### config.mk
export PLATFORM = sky130hd
export DESIGN_NAME = uart_tx_serializer
export DESIGN_NICKNAME = d
export VERILOG_FILES = /design/src/rtl/uart_pkg.sv /design/src/rtl/uart_baud_cnt.sv /design/src/rtl/uart_tx_serializer.sv
export SDC_FILE = /design/constraint.sdc
export NUM_CORES = 1
export LEC_CHECK = 0
export ABC_CLOCK_PERIOD_IN_PS = 2100
export BUFFER_PORTS_ARGS = -buffer_cell sky130_fd_sc_hd__clkbuf_2
export CAP_MARGIN = 20
export CELL_PAD_IN_SITES_DETAIL_PLACEMENT = 0
export CELL_PAD_IN_SITES_GLOBAL_PLACEMENT = 1
export CORE_MARGIN = 2
export CORE_UTILIZATION = 43
export DETAILED_ROUTE_END_ITERATION = 10
export GPL_ROUTABILITY_DRIVEN = 1
export HOLD_SLACK_MARGIN = 0.15
export PLACE_DENSITY_LB_ADDON = 0.1
export SYNTH_ARGS = -nofsm -noshare
export SYNTH_HDL_FRONTEND = slang
export SYNTH_SLANG_ARGS = --single-unit
### constraint.sdc
create_clock -name clk_i -period 2.1 [get_ports clk_i]
set_input_delay 0.42 -clock clk_i [delete_from_list [all_inputs] [get_ports clk_i]]
set_output_delay 0.42 -clock clk_i [all_outputs]
set_load 0.01 [all_outputs]
### src/rtl/uart_pkg.sv
// Shared UART types and constants for the TX serializer and future RX path.
// UART_TX_PARITY_EN adds the parity state to tx_state_t.
package uart_pkg;

  localparam int unsigned UART_DATA_WIDTH = 8;
  localparam int unsigned UART_DIV_WIDTH  = 16;

  typedef enum logic [2:0] {
    StIdle,
    StFetch,
    StStart,
    StData,
`ifdef UART_TX_PARITY_EN
    StParity,
`endif
    StStop
  } tx_state_t;

endpackage

### src/rtl/uart_baud_cnt.sv
// Baud-period counter: latches the divisor on load and flags the last cycle of each bit.
// Counts 0..div_q while enabled; shared between the TX and RX paths.
module uart_baud_cnt
  import uart_pkg::*;
#(
  parameter int unsigned DIV_WIDTH = UART_DIV_WIDTH
) (
  input  logic                 clk_i,
  input  logic                 rstn_i,
  input  logic                 load_i,
  input  logic                 clear_i,
  input  logic                 en_i,
  input  logic [DIV_WIDTH-1:0] div_i,
  output logic                 bit_end_o
);

  logic [DIV_WIDTH-1:0] div_q;
  logic [DIV_WIDTH-1:0] cnt_q;
  logic                 bit_end;

  always_comb begin
    bit_end = en_i && (cnt_q == div_q);
  end

  always_ff @(posedge clk_i) begin
    if (!rstn_i) begin
      div_q <= '0;
      cnt_q <= '0;
    end else if (load_i) begin
      div_q <= div_i;
      cnt_q <= '0;
    end else if (clear_i) begin
      cnt_q <= '0;
    end else if (en_i) begin
      cnt_q <= bit_end ? '0 : cnt_q + DIV_WIDTH'(1);
    end
  end

  assign bit_end_o = bit_end;

endmodule

### src/rtl/uart_tx_serializer.sv
// UART transmit serializer: pops bytes from the TX FIFO and shifts out start/data/stop frames.
// Define UART_TX_PARITY_EN to add a parity bit after the data bits.
module uart_tx_serializer
  import uart_pkg::*;
#(
  parameter int unsigned DATA_WIDTH = UART_DATA_WIDTH,
  parameter int unsigned DIV_WIDTH  = UART_DIV_WIDTH
) (
  input  logic                  clk_i,
  input  logic                  rstn_i,
  input  logic                  tx_en_i,
  input  logic [DIV_WIDTH-1:0]  baud_div_i,
  input  logic                  stop2_i,
  input  logic                  parity_odd_i,
  input  logic                  fifo_empty_i,
  input  logic [DATA_WIDTH-1:0] fifo_rdata_i,
  output logic                  fifo_rden_o,
  output logic                  tx_o,
  output logic                  busy_o,
  output logic                  tx_done_o
);

  localparam int unsigned         BitCntW = $clog2(DATA_WIDTH);
  localparam logic [BitCntW-1:0]  LastBit = BitCntW'(DATA_WIDTH - 1);

  tx_state_t             state_q;
  logic [DATA_WIDTH-1:0] shift_q;
  logic [BitCntW-1:0]    bit_cnt_q;
  logic                  stop_cnt_q;
  logic                  stop2_q;
  logic                  tx_q;
  logic                  busy_q;

  logic                  pop;
  logic                  fetch;
  logic                  baud_run;
  logic                  bit_end;
  logic                  last_stop;

`ifdef UART_TX_PARITY_EN
  logic                  parity_odd_q;
  logic                  par_q;
`else
  logic                  unused_parity_odd;
  assign unused_parity_odd = parity_odd_i;
`endif

  always_comb begin
    pop       = (state_q == StIdle) && tx_en_i && !fifo_empty_i;
    fetch     = (state_q == StFetch);
    baud_run  = (state_q != StIdle) && (state_q != StFetch);
    last_stop = (stop_cnt_q == stop2_q);
  end

  uart_baud_cnt #(
    .DIV_WIDTH (DIV_WIDTH)
  ) u_baud_cnt (
    .clk_i     (clk_i),
    .rstn_i    (rstn_i),
    .load_i    (pop),
    .clear_i   (fetch),
    .en_i      (baud_run),
    .div_i     (baud_div_i),
    .bit_end_o (bit_end)
  );

  always_ff @(posedge clk_i) begin
    if (!rstn_i) begin
      state_q      <= StIdle;
      shift_q      <= '0;
      bit_cnt_q    <= '0;
      stop_cnt_q   <= 1'b0;
      stop2_q      <= 1'b0;
      tx_q         <= 1'b1;
      busy_q       <= 1'b0;
`ifdef UART_TX_PARITY_EN
      parity_odd_q <= 1'b0;
      par_q        <= 1'b0;
`endif
    end else begin
      unique case (state_q)
        StIdle: begin
          tx_q <= 1'b1;
          if (pop) begin
            stop2_q      <= stop2_i;
`ifdef UART_TX_PARITY_EN
            parity_odd_q <= parity_odd_i;
`endif
            busy_q       <= 1'b1;
            state_q      <= StFetch;
          end
        end
        StFetch: begin
          shift_q    <= fifo_rdata_i;
          bit_cnt_q  <= '0;
          stop_cnt_q <= 1'b0;
`ifdef UART_TX_PARITY_EN
          par_q      <= (^fifo_rdata_i) ^ parity_odd_q;
`endif
          // Registered line: drive the start bit so it appears on entry to StStart.
          tx_q       <= 1'b0;
          state_q    <= StStart;
        end
        StStart: begin
          if (bit_end) begin
            tx_q    <= shift_q[0];
            state_q <= StData;
          end
        end
        StData: begin
          if (bit_end) begin
            shift_q <= shift_q >> 1;
            if (bit_cnt_q == LastBit) begin
`ifdef UART_TX_PARITY_EN
              tx_q    <= par_q;
              state_q <= StParity;
`else
              tx_q    <= 1'b1;
              state_q <= StStop;
`endif
            end else begin
              bit_cnt_q <= bit_cnt_q + BitCntW'(1);
              tx_q      <= shift_q[1];
            end
          end
        end
`ifdef UART_TX_PARITY_EN
        StParity: begin
          if (bit_end) begin
            tx_q    <= 1'b1;
            state_q <= StStop;
          end
        end
`endif
        StStop: begin
          if (bit_end) begin
            if (last_stop) begin
              busy_q  <= 1'b0;
              state_q <= StIdle;
            end else begin
              stop_cnt_q <= 1'b1;
            end
          end
        end
        default: state_q <= StIdle;
      endcase
    end
  end

  assign fifo_rden_o = pop;
  assign tx_o        = tx_q;
  assign busy_o      = busy_q;
  assign tx_done_o   = (state_q == StStop) && bit_end && last_stop;

endmodule

== Word-level counts from Yosys, hierarchy flattened ==
Cells that the tools add are included.

* Logic and storage cells: 73
* Register bits: 50
* Output and inout port bits: 4
* Input bits: 30

* Mux-type cells: 24
* Eq/ne operators: 16
* $add $sub $neg: 2
* Reduce and logical (&&, ||, !) cells: 21
* Bitwise gates (word level): 1

{| class="wikitable"
|+ Operators with widths
! kind !! number
|-
| 3-bit 2-to-1 mux || 8
|-
| 16-bit by 1-bit adder with 16-bit output, second input constant || 1
|-
| 16-bit == test || 1
|-
| 16-bit 2-to-1 mux || 1
|-
| 2-bit inequality test, second input constant || 8
|-
| 8-bit one-hot mux with 2 select lines || 1
|-
| 3-bit one-hot mux with 5 select lines || 1
|-
| 3-bit AND reduction || 3
|-
| 1-bit 2-to-1 mux || 8
|-
| 8-bit 2-to-1 mux || 1
|-
| 3-bit by 2-bit == test with 1-bit output, second input constant || 2
|-
| 3-bit == test, second input constant || 2
|-
| 1-bit logical AND || 6
|-
| 3-bit one-hot mux with 2 select lines || 1
|-
| 6-bit AND reduction || 1
|-
| 2-bit nonzero test || 3
|-
| 1-bit one-hot mux with 2 select lines || 2
|-
| 1-bit one-hot mux with 4 select lines || 1
|-
| 2-bit AND reduction || 2
|-
| 4-bit AND reduction || 1
|-
| 4-bit nonzero test || 1
|-
| 3-bit by 1-bit adder with 3-bit output, second input constant || 1
|-
| 3-bit by 1-bit == test with 1-bit output, second input constant || 1
|-
| 3-bit logical NOT || 1
|-
| 6 further kinds || 6
|}

== Depth between registers and ports, before layout ==
* Word-level depth: 5
* Gate-level depth with buffers: 7
* Mapped depth without buffers: 6

== By module ==
A second synthesis with hierarchy kept.

* Cell total of the unflattened synthesis: 258
* Area, all modules: 2473.6 µm²

{| class="wikitable"
|+ By module, submodules not included
! module !! cells an instance !! instances !! area an instance (µm²) !! sequential area each (µm²)
|-
| uart_baud_cnt || 159 || 1 || 1535.2 || 640.6
|-
| uart_tx_serializer || 99 || 1 || 938.4 || 360.3
|}

== Worst setup path before layout ==
No wires, ideal clock.

* Path type: reg-to-output
* Start point: reg u_baud_cnt.cnt_q[7]
* End point: out tx_done_o
* Slack: 0.226 ns
* Buffers on the path: 1
* Data required time: 1.680 ns
* Arrival: 1.454 ns
* Stages on the path, launching flop included: 6
* Path through: dfxtp_1 -> xnor2_1 -> nand3_1 -> or2_2 -> clkbuf_1 -> nor3_1

* Longest elaborated chain between the ends: 4

{| class="wikitable"
|+ RTL lines
! what !! line !! text
|-
| start: declaration || uart_baud_cnt.sv:18 || <nowiki>logic [DIV_WIDTH-1:0] cnt_q;</nowiki>
|-
| start signal: assignment || uart_baud_cnt.sv:35 || <nowiki>cnt_q <= bit_end ? '0 : cnt_q + DIV_WIDTH'(1);</nowiki>
|-
| 16-bit == test || uart_baud_cnt.sv:22 || <nowiki>bit_end = en_i && (cnt_q == div_q);</nowiki>
|-
| 1-bit logical AND || uart_baud_cnt.sv:22 ||
|-
| 1-bit logical AND (2 in series) || uart_tx_serializer.sv:153 || <nowiki>assign tx_done_o = (state_q == StStop) && bit_end && last_stop;</nowiki>
|-
| end: declaration || uart_tx_serializer.sv:20 || <nowiki>output logic tx_done_o</nowiki>
|}

Every way passes these cells.

== Final worst setup path ==
* Start point: reg u_baud_cnt.cnt_q[14]
* End point: out tx_done_o

The elaborated chain is that of the path after synthesis.

==> flow_summary.yaml <==
timing:
  clock_skew_ns: 0.006451
  setup_viol: 1
  finalHoldViolations: 0
  tns_ns: -0.04203
  fin_ws_ns: -0.04203
  fmax_ghz: 0.4668
  rsz0062_at_grt: "true"
  worst_pin_slew_ns: 0.5745
  slew_headroom_pct: 61.56
  slew_viol_final: 0
  final.period_utilization_pct: 102.0
  period_needed_ns: 2.142
drt:
  drt_first_pass_iters: 4
  via_count: 1945
  wire_per_inst_um: 13.41
  viasPerCell: 5.078
  drc: 0
  routed_wl_um: 5137
  ant_nets: 0
  drtIter0Drc: 57
power:
  irDropWorstVdd_mv: 0.3565
  leakagePower_uw: 0.001184
  power.density_nw_per_um2: 700.9
  p_total_uw: 2064
die:
  die-height_um: 79.71
  die_w_um: 79.71
  core_um2: 5507
  ioPinCount: 34
  start_util_pct: 44.76
  rows: 27
  die_area_um2: 6354
clock_network:
  cts-root-buf: "clkbuf_8"
  holdBufCountCts: 0
  numCtsBuffers: 5
  cts_tree: "done"
  cts_max_path_buffers: 2
  clk_pin_slew_worst_paths_ns: 0.09
  clkLatencyLatePin_ns: 0.30
  htreeDepth: 2
  cts.sinks: 50
synthesis:
  syn_nets: 299
  ys_seq_area_share_pct: 40.61
  ys_async_sr_fraction_pct: 0
  yosysUniqueCellTypes: 45
  avgSynthCellArea_um2: 9.266
  synth_edf_count: 0
  syn_inst: 266
  synthFlopType: "dfxtp_1"
  netlist_area_um2: 2465
  yosysWarnings: 0
  yosys_register_bits: 50
critical_path:
  required_ns: 1.68
  arrival_ns: 1.72
  worstSetupPathType: "flip-flop to output pin"
  critPathLaunchType: "flip-flop"
  crit_fanout: 2
  cp-end-kind: "output pin"
placed_design:
  place.gp.congestion: 0.7715
  dpl.hpwl_um: 3853
  placed_area_um2: 2791
  placedCellCount: 374
  io_buffer_count: 32
global_routing:
  grt-ovfl-total: 0
  grt_pass1_vias: 1920
  grt_max_degree: 23
  antenna_found_initial: 0
  grtUsageTotal_pct: 17.77
  grt_pass1_wl_um: 8818
run_status:
  outcome: "finished with violations"
  violations: "setup timing"
finish:
  design_area_um2: 2945
  mostFrequentLayoutCells: "44 x nor2_1, 44 x dfxtp_1, 31 x clkbuf_2"
  drive_gt1_share_pct: 27.01
  fill_cells: 522
  diodes: 0
  nNetsFinal: 344
  final_cells: 383
  finish.utilization_pct: 53.49
  area_growth_pct: 19.49
flow_run:
  drv_cap: 0
worst_hold_path:
  hold_path.class: "primary input to flip-flop"
-- stage by stage --
step	hold slack, ns	worst slack, ns
final	0.3526	-0.04203
after global routing	0.3580	-0.1682
after CTS	0.3451	-0.1028
after detailed placement	0.4500	0.1090
after global placement	0.4448	0.1477
after floorplan	0.4321	0.2262
-- kinds of logic after synthesis --
group / count (synthesis) / synth area share, %
fa+ha+maj: 3 / 1.523
simple gates: 98 / 19.85
buf+inv: 17 / 3.756
xor+xnor: 31 / 11.02
compound gates: 43 / 13.50
flops: 50 / 40.61
mux: 24 / 9.746
-- synthesized netlist by cell type (4+ instances only) --
| library cell | n | area [um^2] |
|---|---|---|
| dfxtp_1 | 50 | 1001 |
| nor2_1 | 44 | 165.2 |
| mux2i_1 | 24 | 240.2 |
| xor2_1 | 21 | 183.9 |
| nand2_1 | 15 | 56.30 |
| a211oi_1 | 12 | 90.09 |
| xnor2_1 | 10 | 87.58 |
| nand3_1 | 9 | 45.04 |
| o21ai_0 | 9 | 45.04 |
| nor3_1 | 6 | 30.03 |
| buf_2 | 5 | 25.02 |
| buf_4 | 4 | 30.03 |
| clkbuf_1 | 4 | 15.01 |
| nand4_1 | 4 | 25.02 |
| nor4_2 | 4 | 50.05 |
| o21ai_1 | 4 | 20.02 |
-- worst max-delay path: stages (launching register included) --
cell and delay (ns):
dfxtp_2 0.34, xor2_1 0.16, nor4_2 0.37, nand3_1 0.16
nor3_2 0.22, buf_2 0.17
-- timing repair --
item / CTS / global route
resized for setup: 6 / 4
pin swaps: 4 / 3
cloned: 0 / 0
setup endpoints to repair: 2 / 2
setup buffers: 2 / 0
-- flip-flops by register name, summed over array words and instances, names as in the netlist --
| name | flops |
|---|---|
| u_baud_cnt.cnt_q | 16 |
| u_baud_cnt.div_q | 16 |
| shift_q | 8 |
| bit_cnt_q | 3 |
| state_q | 3 |
| busy_o | 1 |
| stop2_q | 1 |
| stop_cnt_q | 1 |
| tx_o | 1 |
-- layout make-up --
class,instances,area (um^2),area share (%)
repair buffers,53,330.3,11.21
clock buffers,6,82.58,2.804
multi-input cells,199,1396,47.41
flip-flops and latches,50,1008,34.24
clock inverters,1,30.03,1.020
well taps,72,90.09,3.059
inverters,2,7.507,0.2549
-- power by group --
group | total, uW | internal [uW] | switching, uW | leakage, uW
combinational | 360 | 166 | 195 | 0.000717
clock | 688 | 381 | 306 | 0.0000573
sequential | 1020 | 987 | 29.4 | 0.000409
total | 2060 | 1530 | 530 | 0.00118
-- metal layers --
metal / vias up / GRT usage, % / share of wire, %
li1: 1024 / - / -
met1: 885 / 22.30 / 48
met2: 30 / 31.01 / 48
met3: 6 / 3.507 / 3.0
met4: 0 / 4.655 / 1.2
met5: - / 0 / 0
-- final timing paths --
path / depth (start not counted) / slack, ns / start / end
worst max-delay path: 5 / -0.04 / u_baud_cnt.cnt_q[14] / tx_done_o
worst min-delay path: 3 / 0.35 / baud_div_i[5] / u_baud_cnt.div_q[5]
worst min register to register: 2 / 0.46 / bit_cnt_q[2] / bit_cnt_q[2]
worst max register to register: 6 / 0.27 / u_baud_cnt.cnt_q[14] / bit_cnt_q[0]
Power figures use the tool's default switching activity.
